$ cat src/rtl/gemm_tile_sequencer_pkg.sv
// gemm_tile_sequencer_pkg: shared types and sizing helpers for the GEMM tile sequencer.
// Contents: the state_e enum, drain_cyc() for the drain length, and row_w() for the result-row index width.
package gemm_seq_pkg;

    typedef enum logic [2:0] {IDLE, CLEAR, FEED, DRAIN, WRITE, DONE} state_e;

    // Cycles for the last operand to leave the buffer pipe, cross the skew and reach the far PE.
    function automatic int drain_cyc(input int dim, input int rd_lat);
        return rd_lat + 2 * (dim - 1) + 1;
    endfunction

    function automatic int row_w(input int dim);
        return (dim > 1) ? $clog2(dim) : 1;
    endfunction

endpackage

$ cat src/rtl/gemm_tile_sequencer_if.sv
// gemm_tile_sequencer_if: command, operand-read, PE-control and result-write signals of the sequencer.
// Signals:
//   start, k_len   command strobe and K length from the host
//   busy, done     status back to the host
//   a_rd_en, b_rd_en, rd_addr   operand buffer reads
//   pe_clear, skew_valid        PE array control
//   c_wr_en, c_wr_row, c_wr_ready   result row write handshake
// Modports: master = sequencer side, slave = host/datapath side.
interface gemm_tile_sequencer_if
    import gemm_seq_pkg::*;
#(
    parameter int DIM    = 4,
    parameter int K_W    = 16,
    parameter int ADDR_W = 10
);
    localparam int RW = row_w(DIM);

    logic              start;
    logic [K_W-1:0]    k_len;
    logic              busy;
    logic              done;
    logic              a_rd_en;
    logic              b_rd_en;
    logic [ADDR_W-1:0] rd_addr;
    logic              pe_clear;
    logic [DIM-1:0]    skew_valid;
    logic              c_wr_en;
    logic [RW-1:0]     c_wr_row;
    logic              c_wr_ready;

    modport master (
        input  start, k_len, c_wr_ready,
        output busy, done, a_rd_en, b_rd_en, rd_addr, pe_clear, skew_valid, c_wr_en, c_wr_row
    );

    modport slave (
        output start, k_len, c_wr_ready,
        input  busy, done, a_rd_en, b_rd_en, rd_addr, pe_clear, skew_valid, c_wr_en, c_wr_row
    );

endinterface

$ cat src/rtl/gemm_tile_sequencer_skew.sv
// skew_valid_line: 1-bit delay chain of depth RD_LAT+DIM-1 that turns the feed strobe into per-row skewed valids.
// Ports:
//   clk, rst    clock, asynchronous active-high reset
//   i_flush     synchronous clear of every stage
//   i_valid     undelayed feed strobe
//   o_skew      o_skew[i] = i_valid delayed RD_LAT+i cycles
module skew_valid_line #(
    parameter int DIM    = 4,
    parameter int RD_LAT = 1
) (
    input  logic           clk,
    input  logic           rst,
    input  logic           i_flush,
    input  logic           i_valid,
    output logic [DIM-1:0] o_skew
);
    localparam int DEPTH = RD_LAT + DIM - 1;

    logic [DEPTH-1:0] r_chain;

    always_ff @(posedge clk or posedge rst) begin
        if (rst)
            r_chain <= '0;
        else if (i_flush)
            r_chain <= '0;
        else
            r_chain <= {r_chain[DEPTH-2:0], i_valid};
    end

    // Stage n holds the input delayed n+1 cycles, so row 0 taps stage RD_LAT-1.
    assign o_skew = r_chain[DEPTH-1:RD_LAT-1];

endmodule

$ cat src/rtl/gemm_tile_sequencer.sv
// gemm_tile_sequencer: control FSM running one DIM x DIM output tile (clear, feed K slices, drain, write back rows).
// Ports:
//   clk, rst    clock, asynchronous active-high reset
//   bus         gemm_tile_sequencer_if.master (command, operand reads, PE control, result writes)
//   i_abort, o_aborted   only with GEMM_SEQ_ABORT_EN: abort any running tile back to IDLE and flag it for one cycle
// All outputs are Moore, decoded from the registered state and counters.
module gemm_tile_sequencer
    import gemm_seq_pkg::*;
#(
    parameter int DIM    = 4,
    parameter int K_W    = 16,
    parameter int ADDR_W = 10,
    parameter int RD_LAT = 1
) (
    input  logic clk,
    input  logic rst,
    gemm_tile_sequencer_if.master bus
`ifdef GEMM_SEQ_ABORT_EN
    ,
    input  logic i_abort,
    output logic o_aborted
`endif
);
    localparam int DC = drain_cyc(DIM, RD_LAT);
    localparam int RW = row_w(DIM);
    localparam int DW = $clog2(DC + 1);
    // One counter serves both the feed slices and the drain cycles.
    localparam int CW = (K_W > DW) ? K_W : DW;

    state_e         r_state, w_state;
    logic [CW-1:0]  r_cnt, w_cnt;
    logic [RW-1:0]  r_row, w_row;
    logic [K_W-1:0] r_k, w_k;
    logic           w_flush;

`ifdef GEMM_SEQ_ABORT_EN
    assign w_flush = i_abort && (r_state != IDLE);

    logic r_aborted;

    always_ff @(posedge clk or posedge rst) begin
        if (rst)
            r_aborted <= 1'b0;
        else
            r_aborted <= w_flush;
    end

    assign o_aborted = r_aborted;
`else
    assign w_flush = 1'b0;
`endif

    always_ff @(posedge clk or posedge rst) begin
        if (rst) begin
            r_state <= IDLE;
            r_cnt   <= '0;
            r_row   <= '0;
            r_k     <= '0;
        end else begin
            r_state <= w_state;
            r_cnt   <= w_cnt;
            r_row   <= w_row;
            r_k     <= w_k;
        end
    end

    always_comb begin
        w_state = r_state;
        w_cnt   = r_cnt;
        w_row   = r_row;
        w_k     = r_k;
        case (r_state)
            IDLE: if (bus.start) begin
                w_state = CLEAR;
                w_k     = bus.k_len;
                w_cnt   = '0;
                w_row   = '0;
            end
            CLEAR: w_state = (r_k == '0) ? DRAIN : FEED;
            FEED: if (r_cnt == CW'(r_k) - CW'(1)) begin
                w_state = DRAIN;
                w_cnt   = '0;
            end else
                w_cnt = r_cnt + CW'(1);
            DRAIN: if (r_cnt == CW'(DC - 1)) begin
                w_state = WRITE;
                w_cnt   = '0;
            end else
                w_cnt = r_cnt + CW'(1);
            WRITE: if (bus.c_wr_ready) begin
                if (r_row == RW'(DIM - 1))
                    w_state = DONE;
                else
                    w_row = r_row + RW'(1);
            end
            default: w_state = IDLE;
        endcase
        if (w_flush) begin
            w_state = IDLE;
            w_cnt   = '0;
            w_row   = '0;
        end
    end

    assign bus.busy     = (r_state != IDLE);
    assign bus.done     = (r_state == DONE);
    assign bus.pe_clear = (r_state == CLEAR);
    assign bus.a_rd_en  = (r_state == FEED);
    assign bus.b_rd_en  = (r_state == FEED);
    assign bus.rd_addr  = (r_state == FEED) ? ADDR_W'(r_cnt) : '0;
    assign bus.c_wr_en  = (r_state == WRITE);
    assign bus.c_wr_row = (r_state == WRITE) ? r_row : '0;

    skew_valid_line #(.DIM(DIM), .RD_LAT(RD_LAT)) u_skew (
        .clk     (clk),
        .rst     (rst),
        .i_flush (w_flush),
        .i_valid (r_state == FEED),
        .o_skew  (bus.skew_valid)
    );

endmodule

$ cat src/flat_wrapper.sv
// flat-port wrapper written by rule: the top's interface ports become plain ports
module gemm_tile_sequencer_flat import gemm_seq_pkg::*;
#(
    parameter int DIM    = 4,
    parameter int K_W    = 16,
    parameter int ADDR_W = 10,
    parameter int RD_LAT = 1
)
  (clk, rst, bus_start, bus_k_len, bus_c_wr_ready, bus_busy, bus_done, bus_a_rd_en, bus_b_rd_en, bus_rd_addr, bus_pe_clear, bus_skew_valid, bus_c_wr_en, bus_c_wr_row);
  gemm_tile_sequencer_if #(.DIM(DIM), .K_W(K_W), .ADDR_W(ADDR_W)) bus_i ();
  input  logic clk;
  input  logic rst;
  input wire logic [$bits(bus_i.start)-1:0] bus_start;
  input wire logic [$bits(bus_i.k_len)-1:0] bus_k_len;
  input wire logic [$bits(bus_i.c_wr_ready)-1:0] bus_c_wr_ready;
  output wire logic [$bits(bus_i.busy)-1:0] bus_busy;
  output wire logic [$bits(bus_i.done)-1:0] bus_done;
  output wire logic [$bits(bus_i.a_rd_en)-1:0] bus_a_rd_en;
  output wire logic [$bits(bus_i.b_rd_en)-1:0] bus_b_rd_en;
  output wire logic [$bits(bus_i.rd_addr)-1:0] bus_rd_addr;
  output wire logic [$bits(bus_i.pe_clear)-1:0] bus_pe_clear;
  output wire logic [$bits(bus_i.skew_valid)-1:0] bus_skew_valid;
  output wire logic [$bits(bus_i.c_wr_en)-1:0] bus_c_wr_en;
  output wire logic [$bits(bus_i.c_wr_row)-1:0] bus_c_wr_row;
  assign bus_i.start = bus_start;
  assign bus_i.k_len = bus_k_len;
  assign bus_i.c_wr_ready = bus_c_wr_ready;
  assign bus_busy = bus_i.busy;
  assign bus_done = bus_i.done;
  assign bus_a_rd_en = bus_i.a_rd_en;
  assign bus_b_rd_en = bus_i.b_rd_en;
  assign bus_rd_addr = bus_i.rd_addr;
  assign bus_pe_clear = bus_i.pe_clear;
  assign bus_skew_valid = bus_i.skew_valid;
  assign bus_c_wr_en = bus_i.c_wr_en;
  assign bus_c_wr_row = bus_i.c_wr_row;
  gemm_tile_sequencer #(.DIM(DIM), .K_W(K_W), .ADDR_W(ADDR_W), .RD_LAT(RD_LAT)) u_core (.clk(clk), .rst(rst), .bus(bus_i));
endmodule
$ cat config.mk
export PLATFORM = sky130hd
export DESIGN_NAME = gemm_tile_sequencer_flat
export DESIGN_NICKNAME = d
export VERILOG_FILES = /design/src/rtl/gemm_tile_sequencer_pkg.sv /design/src/rtl/gemm_tile_sequencer_if.sv /design/src/rtl/gemm_tile_sequencer_skew.sv /design/src/rtl/gemm_tile_sequencer.sv /design/src/flat_wrapper.sv
export SDC_FILE = /design/constraint.sdc
export NUM_CORES = 1
export LEC_CHECK = 0
export ABC_AREA = 1
export CORE_MARGIN = 4
export CORE_UTILIZATION = 40
export DETAILED_ROUTE_END_ITERATION = 10
export MAX_ROUTING_LAYER = met4
export PLACE_DENSITY = 0.68
export REMOVE_ABC_BUFFERS = 1
export SYNTH_ARGS = -nofsm -noshare
export SYNTH_HDL_FRONTEND = slang
export SYNTH_SLANG_ARGS = --single-unit
$ cat constraint.sdc
create_clock -name clk -period 2 [get_ports clk]
set_clock_uncertainty 0.2 [all_clocks]
set_input_delay 0.2 -clock clk [delete_from_list [all_inputs] [get_ports clk]]
set_output_delay 0.2 -clock clk [all_outputs]
set_load 0.02 [all_outputs]
==> metrics.md <==
| Metric | Value |
|---|---|
| Status | finished with violations |
| Failing checks | negative setup slack |
| Worst-margin pin slew | 0.5369 ns |
| Synthesized area | 3037 sq um |
| LEAKAGE | 2.175 nW |
| DR vias | 3291 |
| Max-cap viol count | 0 |
| Core ar. | 7331 sq um |
| Int Power | 1.235 mW |
| Endpoints failing setup | 18 |
| Total Routing Usage GR | 20.62% |
| Min Tclk post-route | 2.136 ns |
| CTS Buffer Depth | 2 |
| Commonest non-fill, non-tap cell in the layout | nand2_1 |
| Combinational share of power | 3.5% |
| Worst reg2reg setup slack | -0.14 ns |
| Ratio of cells with drive above 1 in the final layout | 23.39% |
| Final Hold Fails | 0 |
| Grt met2 use | 34.11% |
| # nets final | 582 |
| Largest net degree at the start of global routing | 42 |
| Overflow after GRT | 0 |
| Fill count | 676 |
| Post-synth EDFFs | 0 |
| Setup bufs post-CTS | 0 |
| Die H | 95.13 microns |
| Ys async rst share | 100.0% |
| Vias in the first global route | 3143 |
| Final worst setup slack | -0.1355 ns |
| Synthesized instance count | 465 |
| CP Capture Type | flip-flop |
| Count of different cell masters after synthesis | 33 |
| H-Tree Depth | 2 |
| Post-route clock period utilization | 106.8% |
| Layout area overhead | 39.18% |
| Commonest cells after routing, fill and taps aside | nand2_1, inv_1, nand3_1 |
| Hpwl dp | 6.569 mm |
| Non-Filler Instances | 659 |
| CP arrival | 2.12 ns |
| Clock latency at the later pin of the worst-skew pair | 0.29 ns |
| WL final | 8.710 mm |
| GRT met3 Usage | 2.841% |
| DP Area | 3964 sq um |
| Seq. cell area | 1032 sq um |
| CTS Buf Count | 5 |
| Via density | 4.994 |
| Max Clk Rate | 468.3 MHz |
| Setup TNS | -1.766 ns |
| Setup CP Type | reg -> reg |
| Global-route wire length before repair | 14.35 mm |
| Worst Hold Class | in -> async |
| Clock share of power | 43.8% |
| Row count | 31 |
| Yosys warns | 0 |
| Detailed Routing Iterations Pass 1 | 4 |
| Sw power | 0.3347 mW |
| Sw Share | 21.31% |
| Slew Limit Fails | 0 |
| Crit path required time | 1.98 ns |
| CTS Root Cell | clkbuf_8 |
| Initial antenna violation count | 0 |
| Multi-input gate area | 1842 sq um |
| Worst r2r path cells | 11 |
| Total clock sinks | 41 |
| I/O pins | 42 |
| Post-route ant nets | 0 |
| Iter 0 DRT Violations | 139 |
| Die width | 95.13 microns |
| # port buffers | 41 |
| GP Congestion | 0.9702 |
| RSZ-0062 raised after global routing | yes |
| Worst-path maximum fanout | 16 |
| Max_slew headroom | 64.17% |
| # diodes | 0 |
| Place WS | -0.2936 ns |
| Primary FF master, synth | dfrtp_1 |
| Crit Reg-Reg Endpoint | u_core.r_cnt[2] |
| Final instance area | 4227 sq um |
| Busiest grt layer | met2 |
| Clock slew at reported path FFs | 0.09 ns |
| Reg-to-reg startpoint | u_core.r_k[2] |
| CP startpoint kind | flip-flop |
| CTS tree | done |
| # DRC | 0 |
| Flop pwr share | 52.7% |
| Post-synthesis sequential area ratio | 33.79% |
| Inst Count DP | 650 |
| Avg Synthesized Cell Area | 6.530 sq um |
| Die ar. | 9050 sq um |
| Worst vdd ir | 0.2219 mV |
| Pwr/cell area | 371.5 nW/um^2 |
| Initial Utilization | 41.42% |
| Wire per inst | 13.22 microns |
| GR Util met1 | 26.42% |
| Synthesized flop and latch total | 41 |
routing by layer:
metal,vias to the layer above,share of wire [%]
li1,1655,-
met1,1538,43
met2,86,49
met3,12,6.5
met4,0,1.3
met5,-,0
critical path, cell delays in order, from the launching register on:
cell and delay, ns:
dfrtp_1 0.47, nor2_4 0.15, nand2_2 0.10, nor2_4 0.17, nand3_1 0.11, nand3_2 0.11
nand2_1 0.07, nor3_2 0.18, nand3_2 0.12, buf_12 0.17, nand3_1 0.08, nand3_1 0.07
power groups by stage:
stage	combinational [mW]	clock, mW	sequential [mW]
finish	0.0545	0.688	0.828
detailed placement	0.0563	0	0.845
global placement	0.0556	0	0.845
CTS	0.0567	0.711	0.828
global route	0.0607	0.734	0.828
floorplan	0.0124	0	0.845
timing repair:
item / CTS / global route
resized for setup: 75 / 17
pin swaps: 10 / 1
hold buffers: 0 / 0
setup endpoints to repair: 35 / 31
gates cloned: 1 / 0
worst max-delay path by stage:
stage | startpoint | endpoint | slack, ns | depth (start not counted)
finish | u_core.r_k[2] | u_core.r_cnt[2] | -0.14 | 11
global route | u_core.r_k[1] | u_core.r_cnt[2] | -0.27 | 14
CTS | u_core.r_k[5] | u_core.r_cnt[2] | -0.12 | 13
detailed placement | u_core.r_k[0] | u_core.r_cnt[2] | -0.29 | 12
global placement | u_core.r_k[0] | u_core.r_cnt[3] | -0.20 | 12
floorplan | u_core.r_state[2] | bus_rd_addr[0] | -1.08 | 5
synth_stat cells, types with 2 or more instances:
cell	number	area [sq um]
buf_2	2	10.01
clkbuf_1	7	26.28
xor2_1	17	148.9
o21ai_0	5	25.02
nor2_1	66	247.7
a21oi_1	18	90.09
dfrtp_1	41	1026
nand3b_1	2	15.01
nand2_1	121	454.2
xnor2_1	4	35.03
inv_1	68	255.2
nand3_1	63	315.3
nor3_1	4	20.02
nor2_2	4	25.02
clkinv_1	2	7.510
ha_1	3	37.54
nand2_2	3	18.77
nand3_2	6	60.06
nor4_1	7	43.79
nand4_1	8	50.05
nor3_2	2	20.02
through the flow:
stage               power, mW  utilization (%)  hold slack, ns
CTS                     1.596            57.59          0.1537
global route            1.623            57.65          0.1979
detailed placement     0.9009            54.07          0.1663
global placement       0.9003            54.07          0.1558
floorplan              0.8571                -          0.1506
finish                  1.570            57.65          0.1375
state kept, by name, indices dropped and copies added (netlist names):
name and flops:
u_core.r_state 3, u_core.r_cnt 16, u_core.u_skew.o_skew 4, u_core.r_row 2
u_core.r_k 16
kinds of logic (layout without fill, tap and decap cells):
logic type,count (synthesis),after routing,share of synthesized area (%)
AND/OR/NAND/NOR,290,291,43.26
buffers and inverters,83,177,10.75
flip-flops,41,41,33.79
AO/OA/AOI/OAI,26,26,4.533
XOR/XNOR,21,21,6.057
adder cells (fa/ha/maj),3,3,1.236
multiplexers,1,1,0.3708
cell type report:
class | instances | area share (%)
clock buffers | 5 | 1.628
clock inverters | 3 | 1.095
inverters | 71 | 6.365
multi-input cells | 342 | 43.58
flip-flops and latches | 41 | 24.42
well taps | 99 | 2.931
repair buffers | 98 | 19.98
Note: power is estimated with default switching activity, not from simulation.
